<file path="config.mk">
export PLATFORM = sky130hd
export DESIGN_NAME = fifo_stream_reader
export DESIGN_NICKNAME = d
export VERILOG_FILES = /design/src/rtl/fifo_stream_reader.sv
export SDC_FILE = /design/constraint.sdc
export NUM_CORES = 1
export LEC_CHECK = 0
export BUFFER_PORTS_ARGS = -buffer_cell sky130_fd_sc_hd__buf_2
export CELL_PAD_IN_SITES_DETAIL_PLACEMENT = 0
export CELL_PAD_IN_SITES_GLOBAL_PLACEMENT = 2
export CORE_ASPECT_RATIO = 0.75
export CORE_MARGIN = 3
export CORE_UTILIZATION = 34
export DETAILED_ROUTE_END_ITERATION = 12
export PLACE_DENSITY_LB_ADDON = 0.3
export SYNTH_ARGS = -nofsm -noshare
export SYNTH_HDL_FRONTEND = slang
export SYNTH_SLANG_ARGS = --single-unit
</file>
<file path="constraint.sdc">
create_clock -name clock -period 2.5 [get_ports clock]
set_clock_uncertainty 0.1 [all_clocks]
set_input_delay 0.125 -clock clock [delete_from_list [all_inputs] [get_ports clock]]
set_output_delay 0.125 -clock clock [all_outputs]
set_load 0.01 [all_outputs]
</file>
<file path="src/rtl/fifo_stream_reader.sv">
// -----------------------------------------------------------------------------
// fifo_stream_reader
//
// Read-side companion for a synchronous block-RAM FIFO with registered reads
// (1-cycle read latency). It drains the FIFO and presents the words as a
// valid/ready stream with registered outputs. A 2-entry output buffer lets it
// sustain one word per cycle while the consumer is ready. It never loses a
// word the FIFO has already released.
//
// Parameters:
//   DATA_WIDTH      width of FIFO words and of outData (default 8)
//
// Ports:
//   clock           system clock, shared with the FIFO
//   asyncReset      asynchronous, active-high reset
//   flush           synchronous discard of all buffered and in-flight words
//   fifoReadEnable  read strobe to the FIFO (combinational from outReady,
//                   fifoEmpty and flush)
//   fifoEmpty       FIFO empty flag
//   fifoReadData    FIFO read data, valid the cycle after an accepted read
//   outValid        outData holds a word (registered)
//   outReady        consumer accepts the word when outValid && outReady
//   outData         head word (registered)
//
// Optional feature, enabled by defining FIFO_STREAM_READER_STALL_COUNT_EN:
//   stallCountClear input, synchronously zeroes stallCount (wins over count)
//   stallCount      16-bit saturating count of cycles with outValid && !outReady
// -----------------------------------------------------------------------------
module fifo_stream_reader #(
  parameter int DATA_WIDTH = 8
) (
  input  logic                  clock,
  input  logic                  asyncReset,
  input  logic                  flush,
  output logic                  fifoReadEnable,
  input  logic                  fifoEmpty,
  input  logic [DATA_WIDTH-1:0] fifoReadData,
  output logic                  outValid,
  input  logic                  outReady,
  output logic [DATA_WIDTH-1:0] outData
`ifdef FIFO_STREAM_READER_STALL_COUNT_EN
  ,
  input  logic                  stallCountClear,
  output logic [15:0]           stallCount
`endif
);

  // Buffer state: count words held (head + second), pending = read in flight.
  logic [1:0]            count_q, count_d;
  logic                  pending_q;
  logic [DATA_WIDTH-1:0] second_q, second_d;
  logic [DATA_WIDTH-1:0] head_d;
  logic [1:0]            remain;
  logic [2:0]            occupancy;
  logic                  pop;
  logic                  fetch;

  // Fetch decision. Occupancy counts the in-flight word too, so a read is only
  // issued when a buffer slot is guaranteed to be free when its data arrives.
  // Holding fetch low during reset keeps the FIFO pointer still while the
  // buffer is being cleared.
  always_comb begin
    pop       = outValid && outReady;
    occupancy = {1'b0, count_q} + {2'b00, pending_q} - {2'b00, pop};
    fetch     = !asyncReset && !fifoEmpty && !flush && (occupancy < 3'd2);
  end

  assign fifoReadEnable = fetch;

  // Next buffer contents. The arriving word goes to the head when the buffer is
  // empty after this cycle's pop, otherwise behind the head; a pop with two
  // words held shifts the second word forward in the same edge.
  // NOTE: every signal assigned here gets a default first, so no path leaves a
  // variable unassigned and no latch is inferred.
  always_comb begin
    count_d  = count_q;
    head_d   = outData;
    second_d = second_q;
    remain   = count_q - {1'b0, pop};
    if (flush) begin
      count_d = 2'd0;
    end else begin
      if (pop && (count_q == 2'd2)) begin
        head_d = second_q;
      end
      if (pending_q) begin
        if (remain == 2'd0) begin
          head_d = fifoReadData;
        end else begin
          second_d = fifoReadData;
        end
        count_d = remain + 2'd1;
      end else begin
        count_d = remain;
      end
    end
  end

  // NOTE: sequential state uses non-blocking assignments so every register
  // samples the pre-edge values regardless of block evaluation order.
  always_ff @(posedge clock or posedge asyncReset) begin
    if (asyncReset) begin
      count_q   <= 2'd0;
      pending_q <= 1'b0;
      outValid  <= 1'b0;
      outData   <= '0;
      second_q  <= '0;
    end else begin
      count_q   <= count_d;
      // fetch is already low during flush, so the in-flight word is dropped.
      pending_q <= fetch;
      outValid  <= (count_d != 2'd0);
      outData   <= head_d;
      second_q  <= second_d;
    end
  end

`ifdef FIFO_STREAM_READER_STALL_COUNT_EN
  always_ff @(posedge clock or posedge asyncReset) begin
    if (asyncReset) begin
      stallCount <= 16'd0;
    end else if (stallCountClear) begin
      stallCount <= 16'd0;
    end else if (outValid && !outReady && (stallCount != 16'hFFFF)) begin
      stallCount <= stallCount + 16'd1;
    end
  end
`endif

endmodule

</file>
# Word-level counts from Yosys, hierarchy flattened
# Cells that the tools add are included.
[word_totals]
reg_bits = 20
elab_cells = 29
[op_classes]
add_sub_neg = 4
order_cmp = 1
eq_ne = 1
muxes = 5
bitwise_logic = 2
reduce_logical = 11
[ops]
columns = ["operator", "count"]
rows = [
  ["$mux 8", 3],
  ["$logic_and 1x1->1", 5],
  ["$mux 2", 2],
  ["$add 2x1->3", 1],
  ["$logic_not 1->1", 3],
  ["$lt 3x2->1 const B", 1],
  ["$reduce_and 3->1", 1],
  ["$sub 3x1->3", 1],
  ["$add 2x1->2 const B", 1],
  ["$eq 2x2->1 const B", 1],
  ["$logic_not 2->1", 1],
  ["$not 1->1", 2],
  ["$reduce_bool 2->1", 1],
  ["$sub 2x1->2", 1],
]

# Longest topological paths before layout
# Gate-level depths: netlist (run 1).
[depth]
word_depth = 6
mapped_depth = 10
ltp_nobuf = 9

# Least setup slack after synthesis (run 1)
# Ideal clock, no wire load.
[synth_timing]
path_type = "flip-flop to flip-flop"
start = "reg outValid"
end = "reg second_q[0]"
arrival_ps = 2023
t_required_ps = 2275
slack_ps = 252
stages_incl_launch_ff = 10
synth_period_minus_slack_ps = 2248
path_cell_list = "dfrtp_1 -> nand2_1 -> inv_1 -> ha_1 -> xor2_1 -> inv_1 -> ha_1 -> clkbuf_8 -> nor3b_4 -> mux2_2"
[synth_between]
elab_chain_len = 5
[synth_rtl]
columns = ["item", "line", "rtl"]
rows = [
  ["start: declaration", "38", "output logic outValid,"],
  ["start signal: assignment", "112", "outValid <= (count_d != 2'd0);"],
  ["$logic_and 1x1->1", "63", "pop = outValid && outReady;"],
  ["$sub 2x1->2", "79", "remain = count_q - {1'b0, pop};"],
  ["$logic_not 2->1", "87", "if (remain == 2'd0) begin"],
  ["$not 1->1 (no line)", "--", ""],
  ["$reduce_and 3->1 (no line)", "--", ""],
  ["end signal: assignment", "114", "second_q <= second_d;"],
  ["end: declaration", "51", "logic [DATA_WIDTH-1:0] second_q, second_d;"],
]
# Every way passes these cells.
# A chain may end at the register's enable or synchronous reset.

# Worst setup path in the final report (run 1)
[layout_timing]
start = "reg outValid"
end = "reg outData[6]"
[layout_between]
elab_chain_len = 5
word_cells_on_any_way = 7
classes_between = "1 x add/sub; 3 x mux; 3 x reduce/logical"
[layout_rtl]
columns = ["item", "line", "rtl"]
rows = [
  ["$logic_and 1x1->1 (*)", "63", ""],
  ["$sub 2x1->2 or $logic_and 1x1->1 (tied branches)", "79, 83", ""],
  ["$logic_not 2->1 or $mux 8 (tied branches)", "87, 83", ""],
  ["$mux 8", "87", ""],
  ["$mux 8 (*)", "86", "if (pending_q) begin"],
  ["end signal: assignment", "106", "outData <= '0;"],
  ["end signal: assignment", "113", "outData <= head_d;"],
  ["end: declaration", "40", "output logic [DATA_WIDTH-1:0] outData"],
]
# Mark *: on every way between the ends. The rest lies on a longest branch, timed or not.

==> results of run 1 <==
cells by family (layout without fill, tap and decap cells):
group           count (synthesis)  after routing  share of synthesized area
fa+ha+maj                       3              3                     0.0438
buf+inv                         8             38                     0.0402
mux                             9              9                     0.0974
simple gates                   19             19                      0.140
xor+xnor                        4              4                     0.0341
flops                          20             20                      0.487
compound gates                 18             18                      0.157
power by group:
| group | internal [mW] | total (mW) | switching, mW |
|---|---|---|---|
| registers | 0.456 | 0.534 | 0.0781 |
| logic | 0.262 | 0.506 | 0.244 |
| clock network | 0.140 | 0.250 | 0.109 |
through the flow:
step                      power, mW  hold WS (ns)  instances  worst slack (ns)  area, um2
after floorplan               0.900      -0.00575         81             0.252       1030
final                          1.29        0.0118        147             0.222       1280
after global routing           1.39       0.00351        147            0.0593       1280
after global placement         1.04        0.0705        138             0.218       1180
after CTS                      1.31       0.00483        144            0.0921       1250
after detailed placement       1.05        0.0707        138             0.125       1180
what timing repair did:
item,in CTS,in global routing
buffers inserted,0,2
hold buffers,2,1
hold endpoints to repair,21,1
endpoints found under the setup margin,0,8
Yosys cell counts (all sizes together):
cell,n
mux2i,1
mux2,8
inv,4
and2,1
nand3b,8
o31a,8
xnor2,2
clkbuf,3
and4,1
buf,1
nor3b,1
a21oi,2
dfrtp,20
xor2,2
o22a,8
nand4b,1
nor2,4
ha,2
fa,1
nand2,3
critical path, delay by kind of cell (launching register included):
family,cells,cell delay [ns]
AO/OA/AOI/OAI,2,0.45
adder cells (fa/ha/maj),2,0.45
flip-flops,1,0.42
AND/OR/NAND/NOR,2,0.42
buffers and inverters,2,0.12
XOR/XNOR,1,0.20
sequential cells by signal, summed over array words and instances (netlist names):
register / flops
count_q: 2
outData: 8
second_q: 8
outValid: 1
pending_q: 1
final cells by class:
type,instances,area [um2],area share
Clock buffer,4,55.1,0.0431
Inverter,4,15.0,0.0117
Multi-Input combinational cell,53,485,0.380
Sequential cell,20,500,0.391
Tap cell,36,45.0,0.0352
Timing Repair Buffer,30,178,0.139
worst paths after layout:
kind,from,endpoint,slack [ns],cells after the start
worst min-delay path,fifoReadData[4],second_q[4]$_DFFE_PP0P_,0.01,2
min in group asynchronous,asyncReset,second_q[5]$_DFFE_PP0P_,0.32,4
worst max-delay path,outValid$_DFF_PP0_,outData[6]$_DFFE_PP0N_,0.22,9
worst min register to register,outData[0]$_DFFE_PP0N_,outData[0]$_DFFE_PP0N_,0.41,1
worst max register to register,outValid$_DFF_PP0_,outData[6]$_DFFE_PP0N_,0.22,9
max in group asynchronous,asyncReset,pending_q$_DFF_PP0_,1.76,4
metal layers:
layer  track usage  vias up
li1              -      356
met1         0.169      325
met2         0.195       20
met3        0.0504        2
met4        0.0292        0
met5             0        -
==> results.md, run 1 <==
* Total core area at 0.00274 mm2
* Distinct cells, synth at 22
* Cells after Synth at 81
* H-tree levels at 1
* Die area at 0.00372 mm2
* HPWL Detailed at around 1500 um
* Yosys warning total at 0
* Vias per inst at 4.78
* Clock insertion delay at the later pin of the skew report at approximately 0.26 ns
* DR pass1 iterations at 4
* Worst Path Required at ~2.6 ns
* Synthesized flop and latch total at 20
* Rows at 16
* Crit-path max cell delay at between 0.4 and 0.5 ns
* DRT met1 WL at about 1200 um
* Drt total wl at around 2200 um
* Tot GR Track Use at 0.127
* Die Ht at around 54 um
* Final setup TNS at 0 ns
* Nets at ~130
* Crit Path Max Fanout at 8
* I/O Buffers at 22
* CTS tree: yes
* Worst slew pin tran at 0.362 ns
* Final setup vio count at 0
* Routed wl met2 at 854 um
* Num Clock Sinks at 20
* Initial drt markers at 33
* Routed Antenna Nets at 0
* Commonest non-fill, non-tap cell in the layout: buf_2
* Final Core Density at 0.466
* P per Cell Area at 1010 mW/mm2
* Worst-case clock buffer depth at 2
* DR WL/cell at approximately 15 um
* DR vias at 703
* Cell taking the most area after synthesis: dfrtp_1
* Worst-path clk slew at ~0.080 ns
* Commonest non-fill, non-tap cells in the layout: buf_2, dfrtp_1
* Net Count, Synth at 97
* CP max stage cell: dfrtp_1
* Synth top area cells: dfrtp_1, mux2_2, o22a_1
* Final Critical Period at about 2.3 ns
* Highest metal layer with signal wires: met4
* Root buf cell: clkbuf_8
* Initial antenna violation count at 0
* Diode count at 0
* Routability cong. at between 0.6 and 0.7
* Hold Path Class: in -> reg
* DRC at 0
* Crit path capture type: flip-flop
* Mean Syn Cell Area at 12.7 um2
* Post-synthesis cell area at ~0.0010 mm2
* Share of cells above drive strength 1 at 0.378
* Achievable Freq at 439 MHz
* CP Class: reg -> reg
* Final Max Tran Viols at 0
* Hold Vio Cnt, Final at 0
* Congestion Overflow GR at 0
* Synth top area share at 0.487
* Setup crit start kind: flip-flop
* Worst EP arrival at between 2 and 2.5 ns
* Initial Utilization at 0.375
* Worst path cell trace: nand2_1 > inv_1 > ha_1 > xor2_1 > inv_1 > ha_1 > and2_1 > o31a_1 > o22a_1
* Max Cap Viol at 0
* Post_cts resized at 0
* VDD IR max at around 0.36 mV
* Ports at 23
* Die Wd at slightly below 70 um
* Post-route clock period utilization at 0.911
* Vias in the first global route at between 700 and 800
* Met3 routed WL at ~130 um
* Pin count of the biggest net entering global routing at 22
* Fillers at about 260
* Seq/Total Area, Yosys at 0.487
* Status: complete, no violations
* Total leakage power at between 0.5 and 0.6 nW
* Layout Area Growth over Synthesis at 24.5%
* First-pass GRT wire length at 3560 um
* CTS Buf Count at 3
* Worst slew margin at 0.759
* RSZ-0062 raised after global routing: no
Power figures use the tool's default switching activity.
==> run 2, diff against run 1 <==
--- a/config.mk
+++ b/config.mk
@@ -9,7 +9,7 @@
 export CELL_PAD_IN_SITES_DETAIL_PLACEMENT = 0
 export CELL_PAD_IN_SITES_GLOBAL_PLACEMENT = 2
 export CORE_ASPECT_RATIO = 0.75
-export CORE_MARGIN = 3
+export CORE_MARGIN = 1.5
 export CORE_UTILIZATION = 34
 export DETAILED_ROUTE_END_ITERATION = 12
 export PLACE_DENSITY_LB_ADDON = 0.3
==> run 2 against run 1 <==
Setup slack improved by 0.0069 ns. Critical path depth decreased by 1. Largest power group unchanged. First-iteration DRC count increased by 100%.
==> results.md, run 2 (synthesized netlist as in run 1, its figures left out) <==
* RR Startpoint: outValid$_DFF_PP0_
* Worst EP arrival at 2.31 ns
* Commonest non-fill, non-tap cells in the layout: buf_2, dfrtp_1
* H-tree levels at 1
* Area after DPL at 0.00118 mm2
* Routed Antenna Nets at 0
* Final setup TNS at 0 ns
* Placed cells at 140
* Crit Path Max Fanout at 8
* Total core area at 0.00291 mm2
* Initial drt markers at 67
* Vias in the first global route at around 710
* Switching share of power at 0.340
* CTS Buf Count at 3
* Flop pwr share at 0.431
* Post-route clock period utilization at 0.908
* Final Critical Period at about 2.3 ns
* Max Cap Viol at 0
* Congestion Overflow GR at 0
* Cell Count, Final, Fillers Out at 144
* Worst setup margin at 0.229 ns
* Diode count at 0
* Hold Path Class: in -> reg
* Worst-path clk slew at around 0.070 ns
* DR WL/cell at between 10 and 15 um
* First-pass GRT wire length at 3530 um
* RSZ-0062 raised after global routing: no
* Post_cts resized at 0
* Worst-case clock buffer depth at 2
* VDD IR max at 0.450 mV
* Min-delay src: fifoReadData[2]
* DRC at 0
* Int Power at around 0.8 mW
* Achievable Freq at 440 MHz
* Hold Path End: second_q[2]$_DFFE_PP0P_
* Clock network fraction of design power at 0.168
* Hold Vio Cnt, Final at 0
* P_sw at 0.422 mW
* Die Ht at about 51 um
* CTS tree: yes
* Ports at 23
* Top Registers: outData (8), second_q (8), count_q (2)
* R2R cell count at 8
* Worst slew margin at 0.711
* Worst r2r dst: second_q[6]$_DFFE_PP0P_
* Vias per inst at roughly 5
* DP Worst Slack at 0.229 ns
* Layout Area Growth over Synthesis at 20.0%
* Fin area at 0.00123 mm2
* Initial antenna violation count at 0
* Worst Path Required at ~2.5 ns
* Root buf cell: clkbuf_8
* Num Clock Sinks at 20
* Routability cong. at around 0.7
* Rows at 17
* Die Wd at around 66 um
* Final Core Density at 0.423
* Worst hold path depth at 2
* Total leakage power at about 0.56 nW
* Final Max Tran Viols at 0
* HPWL Detailed at roughly 1400 um
* Setup repair bufs after CTS at 0
* CP Class: reg -> reg
* Crit path capture type: flip-flop
* DR vias at 730
* Setup crit start kind: flip-flop
* Tot GR Track Use at 0.142
* Share of cells above drive strength 1 at 0.368
* DR pass1 iterations at 4
* R2R Setup Slk at about 0.23 ns
* Commonest non-fill, non-tap cell in the layout: buf_2
* P per Cell Area at 1010 mW/mm2
* Nets at 124
* Status: complete, no violations
* Pin count of the biggest net entering global routing at 22
* Drt total wl at around 2100 um
* Worst slew pin tran at approximately 0.43 ns
* Clock insertion delay at the later pin of the skew report at between 0.2 and 0.3 ns
* Die area at 0.00336 mm2
* # hold bufs at CTS at 1
* I/O Buffers at 22
* Fillers at 284
* Final setup vio count at 0
* Initial Utilization at 0.353
* Comb power frac at 0.401
-- run 2: changes by cell type in the layout (fill, tap and decap cells not counted) --
cell           previous run  this run
buf_4                     5         3
clkbuf_8                  4         3
dlygate4sd3_1             3         1
-- run 2: layout make-up --
class                           count  area [um2]  area share
Clock buffer                        3        41.3      0.0335
Inverter                            4        15.0      0.0122
Multi-Input combinational cell     53         485       0.394
Sequential cell                    20         500       0.406
Tap cell                           38        47.5      0.0386
Timing Repair Buffer               26         143       0.116
-- run 2: through the flow --
| step | total power, mW | hold slack [ns] |
|---|---|---|
| 5_1_grt | 1.34 | 0.00681 |
| 4_1_cts | 1.26 | 0.00448 |
| 3_3_place_gp | 1.03 | 0.0684 |
| 2_1_floorplan | 0.900 | -0.00575 |
| 3_5_place_dp | 1.05 | 0.0746 |
| 6_report | 1.24 | 0.0128 |
-- run 2: how the worst max path moves through the flow --
stage                  startpoint                       to  slack [ns]  depth (start not counted)
5_1_grt        outValid$_DFF_PP0_  second_q[6]$_DFFE_PP0P_        0.06                          8
6_report       outValid$_DFF_PP0_  second_q[6]$_DFFE_PP0P_        0.23                          8
3_5_place_dp   outValid$_DFF_PP0_  second_q[6]$_DFFE_PP0P_        0.23                          8
3_3_place_gp   outValid$_DFF_PP0_  second_q[6]$_DFFE_PP0P_        0.27                          8
2_1_floorplan  outValid$_DFF_PP0_  second_q[0]$_DFFE_PP0P_        0.25                          9
4_1_cts        outValid$_DFF_PP0_  second_q[6]$_DFFE_PP0P_        0.20                          8
-- run 2: critical path, stage by stage, from the launching register on --
cell and delay (ns):
dfrtp_1 0.42, nand2_1 0.13, inv_1 0.06, ha_1 0.18, xor2_1 0.18, inv_1 0.07
ha_1 0.22, nor3b_4 0.41, mux2_2 0.39
-- run 2: layer usage --
layer / global-route usage / wire (um)
met2: 0.203 / 893
met5: 0 / 0
met1: 0.203 / 1050
met4: 0.0306 / 19
met3: 0.0538 / 144
-- run 2: power by group through the flow --
stage	Sequential (mW)	Clock, mW	Combinational, mW
after floorplan	0.568	0	0.332
after global placement	0.535	0	0.500
after detailed placement	0.541	0	0.504
after CTS	0.535	0.218	0.509
after global routing	0.552	0.230	0.556
final	0.536	0.209	0.498
==> run 3, diff against run 2 <==
--- a/config.mk
+++ b/config.mk
@@ -5,13 +5,16 @@
 export SDC_FILE = /design/constraint.sdc
 export NUM_CORES = 1
 export LEC_CHECK = 0
+export ABC_CLOCK_PERIOD_IN_PS = 2500
 export BUFFER_PORTS_ARGS = -buffer_cell sky130_fd_sc_hd__buf_2
 export CELL_PAD_IN_SITES_DETAIL_PLACEMENT = 0
 export CELL_PAD_IN_SITES_GLOBAL_PLACEMENT = 2
 export CORE_ASPECT_RATIO = 0.75
 export CORE_MARGIN = 1.5
 export CORE_UTILIZATION = 34
+export CTS_CLUSTER_DIAMETER = 120
 export DETAILED_ROUTE_END_ITERATION = 12
+export GPL_TIMING_DRIVEN = 0
 export PLACE_DENSITY_LB_ADDON = 0.3
 export SYNTH_ARGS = -nofsm -noshare
 export SYNTH_HDL_FRONTEND = slang
==> run 3 against run 2 <==
Critical path type is now reg -> out. Global-route usage rose by 0.67 points. Register-to-register slack lost 0.07 ns. Design area increased by 4.4%. First-iteration DRC count down 64%. Setup slack worse by 0.10 ns.
==> results.md, run 3 (synthesized netlist as in run 1, its figures left out) <==
* Initial Utilization at 0.353
* Layout Area Growth over Synthesis at 25.2%
* CP Class: reg -> out
* Power after layout at around 1.4 mW
* Root buf cell: clkbuf_8
* DP Worst Slack at 0.0376 ns
* Fin area at about 0.0013 mm2
* Post-route clock period utilization at 0.949
* Clock insertion delay at the later pin of the skew report at between 0.2 and 0.3 ns
* Final Critical Period at about 2.4 ns
* HPWL Detailed at between 1500 and 2000 um
* Final Max Tran Viols at 0
* Initial drt markers at 24
* CP Capture Point: fifoReadEnable
* CTS tree: yes
* Achievable Freq at approximately 420 MHz
* Worst-path clk slew at approximately 0.07 ns
* Top Registers: outData (8), second_q (8), count_q (2)
* Worst slew margin at 0.482
* Share of cells above drive strength 1 at 0.367
* CP delay by family, top: flip-flops
* R2R cell count at 10
* Initial antenna violation count at 0
* H-tree levels at 1
* Vias in the first global route at 733
* Setup crit start kind: flip-flop
* First-pass GRT wire length at between 3000 and 4000 um
* Crit Path Max Fanout at 10
* DRC at 0
* RR Startpoint: outValid$_DFF_PP0_
* Tot GR Track Use at 0.149
* Pin count of the biggest net entering global routing at 22
* Ports at 23
* Commonest non-fill, non-tap cell in the layout: buf_2
* Commonest non-fill, non-tap cells in the layout: buf_2, dfrtp_1
* Post_cts resized at 0
* Multi-input gate area at between 400 and 500 um2
* Sequential Area at 500 um2
* R2R Setup Slk at 0.16 ns
* Max Cap Viol at 0
* Worst path cell trace: buf_2 > xnor2_1 > nand2_1 > fa_1 > xnor2_1 > and4_1 > buf_2
* Worst setup margin at roughly 0.13 ns
* Crit-path max cell delay at roughly 0.44 ns
* Vias per inst at 5.02
* Final setup vio count at 0
* Num Clock Sinks at 20
* Levels on crit path at 7
* RSZ-0062 raised after global routing: no
* VDD IR max at between 0.4 and 0.5 mV
* Worst r2r dst: second_q[4]$_DFFE_PP0P_
* Die Wd at 66.5 um
* Total core area at 0.00291 mm2
* Fillers at a little over 300
* Worst Path Required at around 2.3 ns
* Placed cells at 141
* Crit path capture type: primary output
* Worst Setup SP: pending_q$_DFF_PP0_
* Hold Vio Cnt, Final at 0
* Worst EP arrival at 2.15 ns
* Congestion Overflow GR at 0
* CP Buf/Inv Count at 2
* Total leakage power at slightly below 0.6 nW
* DR pass1 iterations at 4
* CP max stage cell: dfrtp_1
* DR vias at 738
* Diode count at 0
* Worst-case clock buffer depth at 2
* Hold Path Class: in -> reg
* CTS Buf Count at 3
* Final setup TNS at 0 ns
* I/O Buffers at 22
* DR WL/cell at 14.6 um
* Area after DPL at 0.00118 mm2
* Die area at approximately 0.0034 mm2
* Drt total wl at ~2100 um
* Nets at about 130
* Cell Count, Final, Fillers Out at ~150
* Worst slew pin tran at just under 0.8 ns
* Status: complete, no violations
* Routability cong. at between 0.6 and 0.7
* Rows at 17
* Die Ht at 50.6 um
* Routed Antenna Nets at 0
* P per Cell Area at between 1000 and 1500 mW/mm2
==> run 3: changes by cell type in the layout (fill, tap and decap cells not counted), sizes merged <==
cell | previous run | this run
clkbuf | 3 | 6
buf | 25 | 24
bufinv | 0 | 1
==> run 3: routing by layer <==
metal | share of wire | GRT usage
met1 | 0.50 | 0.207
met2 | 0.44 | 0.235
met3 | 0.058 | 0.0493
met4 | 0 | 0.0102
met5 | 0 | 0
==> run 3: per-stage QoR <==
step / utilization / hold WS [ns]
4_1_cts: 0.435 / 0.00908
5_1_grt: 0.441 / 0.00201
3_3_place_gp: 0.407 / 0.207
6_report: 0.441 / 0.0145
3_5_place_dp: 0.407 / 0.208
2_1_floorplan: - / -0.00575
==> run 3: power breakdown <==
group	internal, mW	switching, mW	total, mW
combinational	0.271	0.252	0.523
clock	0.214	0.102	0.315
sequential	0.456	0.0782	0.535
==> run 3: area by class of cell <==
cell class,count,area share
sequential,20,0.389
multi-input combinational,53,0.377
timing repair buffer,24,0.109
tap,38,0.0370
clock buffer,3,0.0321
clock inverter,1,0.0233
buffer,4,0.0204
inverter,4,0.0117
==> run 3: worst register-to-register path: cells and delay by family, from the launching register on <==
family	cells	cell delay, ns
flip-flops	1	0.42
AND/OR/NAND/NOR	2	0.36
XOR/XNOR	1	0.16
buffers and inverters	4	0.47
adder cells (fa/ha/maj)	2	0.39
multiplexers	1	0.33
==> run 3: worst min path at each step <==
| stage | startpoint | end | slack, ns | depth (start not counted) |
|---|---|---|---|---|
| after CTS | fifoReadData[2] | second_q[2]$_DFFE_PP0P_ | 0.009 | 2 |
| after global routing | fifoReadData[3] | second_q[3]$_DFFE_PP0P_ | 0.002 | 2 |
| after global placement | asyncReset | outData[6]$_DFFE_PP0N_ | 0.21 | 2 |
| after detailed placement | asyncReset | outData[6]$_DFFE_PP0N_ | 0.21 | 2 |
| after floorplan | asyncReset | count_q[0]$_DFF_PP0_ | -0.006 | 1 |
| final | fifoReadData[2] | second_q[2]$_DFFE_PP0P_ | 0.01 | 2 |
==> run 3: what timing repair did <==
item	in CTS	in global routing
hold endpoints to repair	20	0
endpoints found under the setup margin	0	8
setup buffers	0	1
hold buffers	1	0
